**config.mk**
```make
export PLATFORM = sky130hd
export DESIGN_NAME = legv8_forward_unit
export DESIGN_NICKNAME = d
export VERILOG_FILES = /design/src/rtl/legv8_fwd_pkg.sv /design/src/rtl/legv8_fwd_compare.sv /design/src/rtl/legv8_forward_unit.sv
export SDC_FILE = /design/constraint.sdc
export NUM_CORES = 1
export LEC_CHECK = 0
export ABC_CLOCK_PERIOD_IN_PS = 3600
export CAP_MARGIN = 20
export CELL_PAD_IN_SITES_DETAIL_PLACEMENT = 0
export CELL_PAD_IN_SITES_GLOBAL_PLACEMENT = 1
export CORE_MARGIN = 1
export CORE_UTILIZATION = 41
export CTS_BUF_LIST = sky130_fd_sc_hd__clkbuf_4 sky130_fd_sc_hd__clkbuf_8
export CTS_CLUSTER_SIZE = 14
export DETAILED_ROUTE_END_ITERATION = 7
export HOLD_SLACK_MARGIN = 0.1
export PLACE_DENSITY_LB_ADDON = 0.1
export SLEW_MARGIN = 40
export SYNTH_ARGS = -nofsm -noshare
export SYNTH_HDL_FRONTEND = slang
export SYNTH_SLANG_ARGS = --single-unit
export TNS_END_PERCENT = 50
```
**constraint.sdc**
```tcl
create_clock -name clk -period 3.6 [get_ports clk]
set_clock_uncertainty 0.1 [all_clocks]
set_input_delay 1.08 -clock clk [delete_from_list [all_inputs] [get_ports clk]]
set_output_delay 1.08 -clock clk [all_outputs]
set_load 0.01 [all_outputs]
```
**src/rtl/legv8_fwd_pkg.sv**
```systemverilog
// Shared types for the LegV8 forwarding unit.
//   fwd_sel_e    : operand-mux select encoding (00 regfile, 01 MEM/WB, 10 EX/MEM)
//   stage_t      : tracking record for one downstream pipeline stage {wr, rd, load}
//   ZERO_REG_IDX : XZR, hard-wired zero, never a forwarding source
package legv8_fwd_pkg;

  localparam int REG_ADDR_W   = 5;
  localparam int ZERO_REG_IDX = 31;

  typedef enum logic [1:0] {
    FWD_REG   = 2'b00,
    FWD_MEMWB = 2'b01,
    FWD_EXMEM = 2'b10
  } fwd_sel_e;

  typedef struct packed {
    logic                  wr;
    logic [REG_ADDR_W-1:0] rd;
    logic                  load;
  } stage_t;

endpackage

```
**src/rtl/legv8_fwd_compare.sv**
```systemverilog
// Per-operand comparator and priority encoder.
//   ex_valid_i   : an instruction occupies EX
//   src_i        : source register specifier of that operand
//   em_*_i       : EX/MEM tracking state (write enable, rd, load flag)
//   mw_*_i       : MEM/WB tracking state (write enable, rd)
//   sel_o        : operand mux select
//   load_match_o : operand depends on the load currently in EX/MEM
module legv8_fwd_compare
  import legv8_fwd_pkg::*;
#(
  parameter int REG_ADDR_WIDTH = REG_ADDR_W
) (
  input  logic                      ex_valid_i,
  input  logic [REG_ADDR_WIDTH-1:0] src_i,
  input  logic                      em_wr_i,
  input  logic [REG_ADDR_WIDTH-1:0] em_rd_i,
  input  logic                      em_load_i,
  input  logic                      mw_wr_i,
  input  logic [REG_ADDR_WIDTH-1:0] mw_rd_i,
  output fwd_sel_e                  sel_o,
  output logic                      load_match_o
);

  logic em_hit;
  logic mw_hit;

  // em_wr/mw_wr are never set for XZR, so a zero-register source cannot hit.
  assign em_hit = ex_valid_i & em_wr_i & (em_rd_i == src_i);
  assign mw_hit = ex_valid_i & mw_wr_i & (mw_rd_i == src_i);

  // The youngest producer wins. A load in EX/MEM has no data yet, so it
  // cannot be forwarded from there; the encoder falls through to MEM/WB.
  always_comb begin
    sel_o = FWD_REG;
    if (em_hit && !em_load_i) begin
      sel_o = FWD_EXMEM;
    end else if (mw_hit) begin
      sel_o = FWD_MEMWB;
    end
  end

  assign load_match_o = em_hit & em_load_i;

endmodule

```
**src/rtl/legv8_forward_unit.sv**
```systemverilog
// LegV8 forwarding unit: tracks the two instructions downstream of EX and
// produces ALU operand selects plus a load-use stall request.
//   clk, rst_n           : clock, asynchronous active-low reset
//   ex_valid             : instruction present in EX
//   ex_rn, ex_rm, ex_rd  : EX source/destination specifiers
//   ex_reg_write         : EX instruction writes the register file
//   ex_mem_read          : EX instruction is a load
//   flush                : discard the EX instruction
//   fwd_a_sel, fwd_b_sel : operand mux selects (00 regfile, 01 MEM/WB, 10 EX/MEM)
//   stall                : load-use hazard, upstream holds IF/ID and ID/EX
//   stall_count          : saturating count of stall cycles since reset
// Handshake: none; every cycle EX either advances into EX/MEM or is replaced
// by a bubble (stall or flush). MEM/WB always advances.
module legv8_forward_unit
  import legv8_fwd_pkg::*;
#(
  parameter int REG_ADDR_WIDTH = REG_ADDR_W,
  parameter int ZERO_REG       = ZERO_REG_IDX,
  parameter int COUNT_WIDTH    = 16
) (
  input  logic                      clk,
  input  logic                      rst_n,
  input  logic                      ex_valid,
  input  logic [REG_ADDR_WIDTH-1:0] ex_rn,
  input  logic [REG_ADDR_WIDTH-1:0] ex_rm,
  input  logic [REG_ADDR_WIDTH-1:0] ex_rd,
  input  logic                      ex_reg_write,
  input  logic                      ex_mem_read,
  input  logic                      flush,
  output logic [1:0]                fwd_a_sel,
  output logic [1:0]                fwd_b_sel,
  output logic                      stall,
  output logic [COUNT_WIDTH-1:0]    stall_count
);

  localparam logic [REG_ADDR_WIDTH-1:0] ZERO_RD = REG_ADDR_WIDTH'(ZERO_REG);

  stage_t                    em_q, em_d;
  logic                      mw_wr_q;
  logic [REG_ADDR_WIDTH-1:0] mw_rd_q;
  logic [COUNT_WIDTH-1:0]    stall_count_q, stall_count_d;

  fwd_sel_e sel_a, sel_b;
  logic     load_match_a, load_match_b;
  logic     advance;

  legv8_fwd_compare #(.REG_ADDR_WIDTH(REG_ADDR_WIDTH)) u_cmp_rn (
    .ex_valid_i   (ex_valid),
    .src_i        (ex_rn),
    .em_wr_i      (em_q.wr),
    .em_rd_i      (REG_ADDR_WIDTH'(em_q.rd)),
    .em_load_i    (em_q.load),
    .mw_wr_i      (mw_wr_q),
    .mw_rd_i      (mw_rd_q),
    .sel_o        (sel_a),
    .load_match_o (load_match_a)
  );

  legv8_fwd_compare #(.REG_ADDR_WIDTH(REG_ADDR_WIDTH)) u_cmp_rm (
    .ex_valid_i   (ex_valid),
    .src_i        (ex_rm),
    .em_wr_i      (em_q.wr),
    .em_rd_i      (REG_ADDR_WIDTH'(em_q.rd)),
    .em_load_i    (em_q.load),
    .mw_wr_i      (mw_wr_q),
    .mw_rd_i      (mw_rd_q),
    .sel_o        (sel_b),
    .load_match_o (load_match_b)
  );

  // load_match already requires em_wr, which excludes XZR destinations.
  assign stall     = load_match_a | load_match_b;
  assign fwd_a_sel = sel_a;
  assign fwd_b_sel = sel_b;

  // A stall or flush turns the EX slot into a bubble on its way to EX/MEM.
  assign advance = ex_valid & ~flush & ~stall;

  always_comb begin
    em_d      = '0;
    em_d.wr   = advance & ex_reg_write & (ex_rd != ZERO_RD);
    em_d.rd   = REG_ADDR_W'(ex_rd);
    em_d.load = advance & ex_mem_read;
  end

  always_comb begin
    stall_count_d = stall_count_q;
    if (stall && !(&stall_count_q)) begin
      stall_count_d = stall_count_q + COUNT_WIDTH'(1);
    end
  end

  always_ff @(posedge clk or negedge rst_n) begin
    if (!rst_n) begin
      em_q          <= '0;
      mw_wr_q       <= 1'b0;
      mw_rd_q       <= '0;
      stall_count_q <= '0;
    end else begin
      em_q          <= em_d;
      mw_wr_q       <= em_q.wr;
      mw_rd_q       <= REG_ADDR_WIDTH'(em_q.rd);
      stall_count_q <= stall_count_d;
    end
  end

  assign stall_count = stall_count_q;

endmodule
```
==> run_results.csv, run 1 <==
group,metric,value,unit
die,fp.dieArea,4030,um^2
die,die_h,63.5,um
final_layout,utilization,67.7,%
die,ios,42,
logic_synthesis,synth_edf_count,0,
cts,clk_pin_slew_worst_paths,0.06,ns
cts,cts_tree,"done",
worst_setup_path,critPathBufInv,3,
die,chipWidth,63.5,um
route,vias_per_cell,5.14,
timing,slew_headroom,71.3,%
cts,cts_made_buffers,5,
final_layout,area_delta_synth_final,51.6,%
worst_setup_path,cp.required,2.42,ns
worst_setup_path,cp.arrival,2.46,ns
final_layout,finish.net_count,238,
global_routing,grt_max_degree,30,
worst_setup_path,crit_slowest_cell,"nor4_2",
timing,setup_violations,2,
die,rows,21,
timing,finalMaxSlewViolations,0,
placed_design,port_buffers,41,
logic_synthesis,synth_flop_cell,"dfrtp_1",
timing,hold_violations,0,
outcome,status,"complete, but fails checks",
timing,period_share,101,%
timing,max_freq,275,MHz
logic_synthesis,yosysTopAreaCellShare,46.8,%
route,wire_per_inst,15.3,um
outcome,violations,"setup timing",
cts,cts_sinks,29,
worst_hold_path,worstHoldPathType,"reg2reg",
logic_synthesis,yosysTopAreaCell,"dfrtp_1",
cts,clk_latency,0.28,ns
logic_synthesis,syn_nets,160,
logic_synthesis,synth_area,1550,um^2
worst_setup_path,worstSetupPathType,"in2out",
route,drt_first_pass_iters,4,
die,core_area,3470,um^2
worst_setup_path,startpoint_type,"primary input",
worst_setup_path,r2r_slack,0.53,ns
placed_design,hpwlAfterDp,2.68,mm
global_routing,grt_pass1_vias,1438,
logic_synthesis,synthArstFlopShare,100,%
timing,whs,0.280,ns
cts,cts_hold_buf,0,
final_layout,drive_above_1_share,33.6,%
global_routing,grt_util_all_layers,22.1,%
route,num_vias,1351,
cts,cts-root-buf,"clkbuf_8",
cts,cts.path.max_buffers,2,
logic_synthesis,netlist_top_cells_area,"dfrtp_1 (47%), xnor2_1 (11%), xor2_1 (7.9%)",
placed_design,post-place-cells,234,
power,max-vdd-ir-drop,0.244,mV
final_layout,n_antenna_cell,0,
worst_setup_path,crit_family,"simple AND/OR/NAND/NOR gates",
logic_synthesis,yosys_register_bits,29,
worst_setup_path,end_kind,"output port",
logic_synthesis,netlist_instances,138,
logic_synthesis,ys_warn_count,0,
route,drt_iter0_drc,42,
placed_design,placed_cell_area,2090,um^2
run,timing.max_cap.violations,0,
placed_design,globalplace.congestion,0.823,
global_routing,grt-ovfl-total,0,
logic_synthesis,ys_seq_area_share,46.8,%
placed_design,pre_cts_ws,-0.685,ns
logic_synthesis,synth.distinct_cells,33,
die,start_util,44.7,%
route,antenna_left,0,
final_layout,final_common_cell,"buf_4",
route,drc_errors,0,
logic_synthesis,avgSynthCellArea,11.2,um^2
cts,htreeDepth,2,
final_layout,mostFrequentLayoutCells,"buf_4 (33), dfrtp_1 (29), clkdlybuf4s50_1 (25)",
worst_setup_path,worstPathCellList,"buf_4 > xor2_2 > nor4_2 > nand2_1 > buf_4 > nor2_4 > nor4_1 > clkdlybuf4s15_1",
final_layout,nFillCells,286,
final_layout,finalNonFillerCells,263,
worst_setup_path,slowest_delay,0.34,ns
timing,setup_ws,-0.0402,ns
timing,rsz0062_at_grt,"yes",
global_routing,grt_pass1_wl,6.78,mm
global_routing,antenna_found_initial,0,
power,p_per_area,289,nW/um^2
route,totalWireLength,4.03,mm
worst_setup_path,path_max_fanout,3,
timing,tightest_slew,0.429,ns
worst_setup_path,crit_top_cell,"buf_4",
timing,period_minus_slack,3.64,ns
power,power.leakage,0.969,nW
final_layout,fin_area,2350,um^2
final timing paths:
kind                       startpoint              end  cells past startpoint
max                          ex_rm[0]     fwd_b_sel[0]                      8
min                           em_q[6]          mw_wr_q                      0
max reg2reg                   em_q[1]  stall_count[15]                     15
min reg2reg                   em_q[6]          mw_wr_q                      0
max in group asynchronous       rst_n   stall_count[1]                      2
min in group asynchronous       rst_n       mw_rd_q[4]                      2
stage by stage:
step	total power, W	setup TNS (ns)
2_1_floorplan	0.000372	0
4_1_cts	0.000683	-0.0746
3_3_place_gp	0.000417	-2.53
6_report	0.000680	-0.0556
3_5_place_dp	0.000419	-2.71
5_1_grt	0.000705	-0.216
registers in the layout (all words and copies together) (netlist names):
signal,count
mw_wr_q,1
mw_rd_q,5
stall_count,16
em_q,7
layer usage:
| metal | part of all wire (%) | global-route usage [%] |
|---|---|---|
| met1 | 45 | 28.5 |
| met2 | 48 | 35.5 |
| met3 | 4.5 | 4.53 |
| met4 | 2.1 | 9.38 |
| met5 | 0 | 0 |
cell usage after synthesis (2+ instances only):
cell type and n:
and3_1 2, xnor2_1 19, nand3_1 6, nor2_1 10, xor2_1 14, a21oi_1 2
o2111ai_1 7, buf_4 2, nand4_1 4, nor4_4 2, dfrtp_1 29, nor4b_1 2
nand2_1 11, o211ai_1 4, mux2_2 2, inv_1 3, nor4_1 3
cell type report:
| type | count | area (um^2) | share of cell area [%] |
|---|---|---|---|
| Clock buffer | 5 | 68.8 | 2.93 |
| Clock inverter | 3 | 17.5 | 0.745 |
| Inverter | 3 | 11.3 | 0.479 |
| Multi-Input combinational cell | 103 | 855 | 36.4 |
| Sequential cell | 29 | 726 | 30.9 |
| Tap cell | 46 | 57.6 | 2.45 |
| Timing Repair Buffer | 74 | 614 | 26.1 |
power by group:
part | leakage, nW | internal, W | total (W) | switching, W
clock network | 0.0439 | 0.000133 | 0.000265 | 0.000132
registers | 0.375 | 0.000333 | 0.000343 | 0.00000973
logic | 0.550 | 0.0000387 | 0.0000719 | 0.0000333
total | 0.969 | 0.000505 | 0.000680 | 0.000175
kinds of logic after synthesis:
logic type	count (synthesis)	synth area share (%)
fa+ha+maj	1	0.807
simple gates	45	17.1
xor+xnor	33	18.6
compound gates	21	12.6
mux	3	2.10
flops	29	46.8
buf+inv	6	1.94
what timing repair did:
action | CTS | global route
gates resized for setup | 37 | 21
setup buffers | 24 | 2
pin swaps | 9 | 8
hold endpoints to repair | 0 | 0
setup endpoints to repair | 5 | 8
(Power assumes the default switching activity.)
==> run 2, diff against run 1 <==
--- a/config.mk
+++ b/config.mk
@@ -5,17 +5,18 @@
 export SDC_FILE = /design/constraint.sdc
 export NUM_CORES = 1
 export LEC_CHECK = 0
-export ABC_CLOCK_PERIOD_IN_PS = 3600
+export ABC_CLOCK_PERIOD_IN_PS = 3700
 export CAP_MARGIN = 20
 export CELL_PAD_IN_SITES_DETAIL_PLACEMENT = 0
 export CELL_PAD_IN_SITES_GLOBAL_PLACEMENT = 1
 export CORE_MARGIN = 1
-export CORE_UTILIZATION = 41
+export CORE_UTILIZATION = 38
 export CTS_BUF_LIST = sky130_fd_sc_hd__clkbuf_4 sky130_fd_sc_hd__clkbuf_8
 export CTS_CLUSTER_SIZE = 14
 export DETAILED_ROUTE_END_ITERATION = 7
 export HOLD_SLACK_MARGIN = 0.1
 export PLACE_DENSITY_LB_ADDON = 0.1
+export SKIP_LAST_GASP = 1
 export SLEW_MARGIN = 40
 export SYNTH_ARGS = -nofsm -noshare
 export SYNTH_HDL_FRONTEND = slang
==> constraint.sdc (replaced) <==
create_clock -name clk -period 3.7 [get_ports clk]
set_clock_uncertainty 0.1 [all_clocks]
set_input_delay 1.11 -clock clk [delete_from_list [all_inputs] [get_ports clk]]
set_output_delay 1.11 -clock clk [all_outputs]
set_load 0.01 [all_outputs]
==> run 2 against run 1 <==
- the flow now finishes without violations
- first-iteration DRC count down 2.4%
- sequential cell count unchanged
- wire length down 3.4%
- total power up 9.3%
- setup slack better by 0.049 ns
- worst hold slack better by 0.010 ns
- combinational power up 2%
- register-to-register slack better by 0.93 ns
- cell count down 4.6%
- die area up 7.6%
- via count down 4.3%
- clock power up 27%
- critical endpoint is now fwd_a_sel[0]
==> run_results.csv, run 2 (synthesis results as in run 1) <==
group,metric,value,unit
die,start_util,40.8,%
route,wire_per_inst,15.5,um
power,power.leakage,0.938,nW
timing,hold_violations,0,
worst_hold_path,worstHoldPathType,"reg2reg",
cts,cts.path.max_buffers,2,
power,p_per_area,324,nW/um^2
placed_design,globalplace.congestion,0.820,
outcome,status,"completed",
worst_setup_path,startpoint_type,"primary input",
power,pwr-share-clk,45.3,%
cts,cts-root-buf,"clkbuf_8",
cts,cts_tree,"done",
cts,cts_made_buffers,5,
timing,period_minus_slack,3.69,ns
final_layout,n_antenna_cell,0,
power,power_switching,0.000177,W
final_layout,drive_above_1_share,26.1,%
run,timing.max_cap.violations,0,
timing,slew_headroom,68.6,%
die,core_area,3800,um^2
route,drt_iter0_drc,41,
power,power.internal,0.000566,W
global_routing,grt_util_all_layers,20.4,%
worst_setup_path,path_max_fanout,3,
global_routing,grt_max_degree,30,
timing,finalMaxSlewViolations,0,
worst_setup_path,end_kind,"output port",
timing,max_freq,271,MHz
worst_setup_path,cp.arrival,2.48,ns
placed_design,post-place-cells,239,
route,totalWireLength,3.90,mm
final_layout,largest_register_ffs,16,
route,num_vias,1293,
route,vias_per_cell,5.15,
power,sequentialPowerShare,44.9,%
power,switching_share,23.8,%
die,ios,42,
global_routing,grt_pass1_vias,1302,
timing,period_share,99.8,%
global_routing,grt_pass1_wl,6.36,mm
timing,rsz0062_at_grt,"yes",
final_layout,mostFrequentLayoutCells,"dfrtp_1 (29), clkdlybuf4s50_1 (28), xnor2_1 (19), buf_4 (19), nand2_1 (11)",
final_layout,area_delta_synth_final,48.1,%
final_layout,finalNonFillerCells,251,
cts,clk_pin_slew_worst_paths,0.07,ns
cts,cts_hold_buf,0,
power,max-vdd-ir-drop,0.173,mV
final_layout,finish.net_count,224,
die,chipWidth,65.9,um
cts,clk_latency,0.29,ns
cts,htreeDepth,2,
placed_design,port_buffers,41,
final_layout,final_common_cell,"dfrtp_1",
route,drc_errors,0,
cts,cts_sinks,29,
route,antenna_left,0,
placed_design,hpwlAfterDp,2.83,mm
timing,tightest_slew,0.471,ns
die,die_h,65.9,um
global_routing,antenna_found_initial,0,
global_routing,grt-ovfl-total,0,
die,fp.dieArea,4340,um^2
die,rows,22,
timing,setup_violations,0,
power,combPwrFrac,9.8,%
power,power,0.000743,W
worst_setup_path,worstSetupPathType,"in2out",
route,drt_first_pass_iters,4,
worst_setup_path,cp.required,2.49,ns
run 2: power groups by stage:
stage	clock [W]	combinational [W]	sequential, W
after floorplan	0	0.0000256	0.000336
after global placement	0	0.0000713	0.000338
after detailed placement	0	0.0000724	0.000338
after CTS	0.000345	0.0000742	0.000333
after global routing	0.000363	0.0000800	0.000334
final	0.000336	0.0000731	0.000333
run 2: path summary, 6_finish.rpt:
check,endpoint,depth (start not counted),slack [ns],startpoint
worst max-delay path,fwd_a_sel[0],7,0.009,ex_rn[0]
worst min-delay path,mw_wr_q,0,0.29,em_q[6]
worst max register to register,stall_count[1],6,1.46,stall_count[0]
worst min register to register,mw_wr_q,0,0.29,em_q[6]
max in group asynchronous,stall_count[4],2,2.10,rst_n
min in group asynchronous,mw_rd_q[4],2,1.10,rst_n
run 2: repair_timing:
| action | 4_1_cts | 5_1_grt |
|---|---|---|
| pin swaps | 8 | 5 |
| resized for setup | 37 | 5 |
| setup buffers | 3 | 1 |
| setup endpoints to repair | 5 | 5 |
run 2: stage by stage:
step | utilization, % | worst slack, ns | area (um^2) | TNS [ns] | hold WS [ns]
after floorplan | - | 0.352 | 1550 | 0 | 0.254
after global placement | 55.7 | -0.563 | 2110 | -2.42 | 0.262
after detailed placement | 55.7 | -0.577 | 2110 | -2.44 | 0.285
after CTS | 60.1 | -0.0333 | 2280 | -0.0726 | 0.301
after global routing | 60.4 | -0.0374 | 2300 | -0.0606 | 0.322
final | 60.4 | 0.00892 | 2300 | 0 | 0.291
run 2: final cells by class:
class,instances,area [um^2]
Inverter,3,11.3
Clock inverter,3,46.3
Sequential cell,29,726
Tap cell,48,60.1
Timing Repair Buffer,60,532
Fill cell,330,1500
Multi-Input combinational cell,103,852
Clock buffer,5,68.8
run 2: worst max-delay path, stage by stage:
cell and delay, ns:
clkdlybuf4s50_1 0.52, xor2_2 0.19, nor4_4 0.05, nand2_2 0.11, nor2_4 0.05, nor4_2 0.26
buf_2 0.18
run 2: metal layers:
layer / vias to the layer above / part of all wire [%] / global-route usage [%]
li1: 622 / - / -
met4: 0 / 1.4 / 6.79
met2: 33 / 47 / 32.7
met1: 631 / 47 / 25.7
met5: - / 0 / 0
met3: 7 / 4.4 / 6.72
==> run 3, diff against run 2 <==
--- a/config.mk
+++ b/config.mk
@@ -6,12 +6,13 @@
 export NUM_CORES = 1
 export LEC_CHECK = 0
 export ABC_CLOCK_PERIOD_IN_PS = 3700
-export CAP_MARGIN = 20
+export CAP_MARGIN = 40
 export CELL_PAD_IN_SITES_DETAIL_PLACEMENT = 0
 export CELL_PAD_IN_SITES_GLOBAL_PLACEMENT = 1
 export CORE_MARGIN = 1
 export CORE_UTILIZATION = 38
 export CTS_BUF_LIST = sky130_fd_sc_hd__clkbuf_4 sky130_fd_sc_hd__clkbuf_8
+export CTS_CLUSTER_DIAMETER = 100
 export CTS_CLUSTER_SIZE = 14
 export DETAILED_ROUTE_END_ITERATION = 7
 export HOLD_SLACK_MARGIN = 0.1
==> results of run 3 <==
Same layout as run 2: the final DEF is identical, and so are final timing and power.
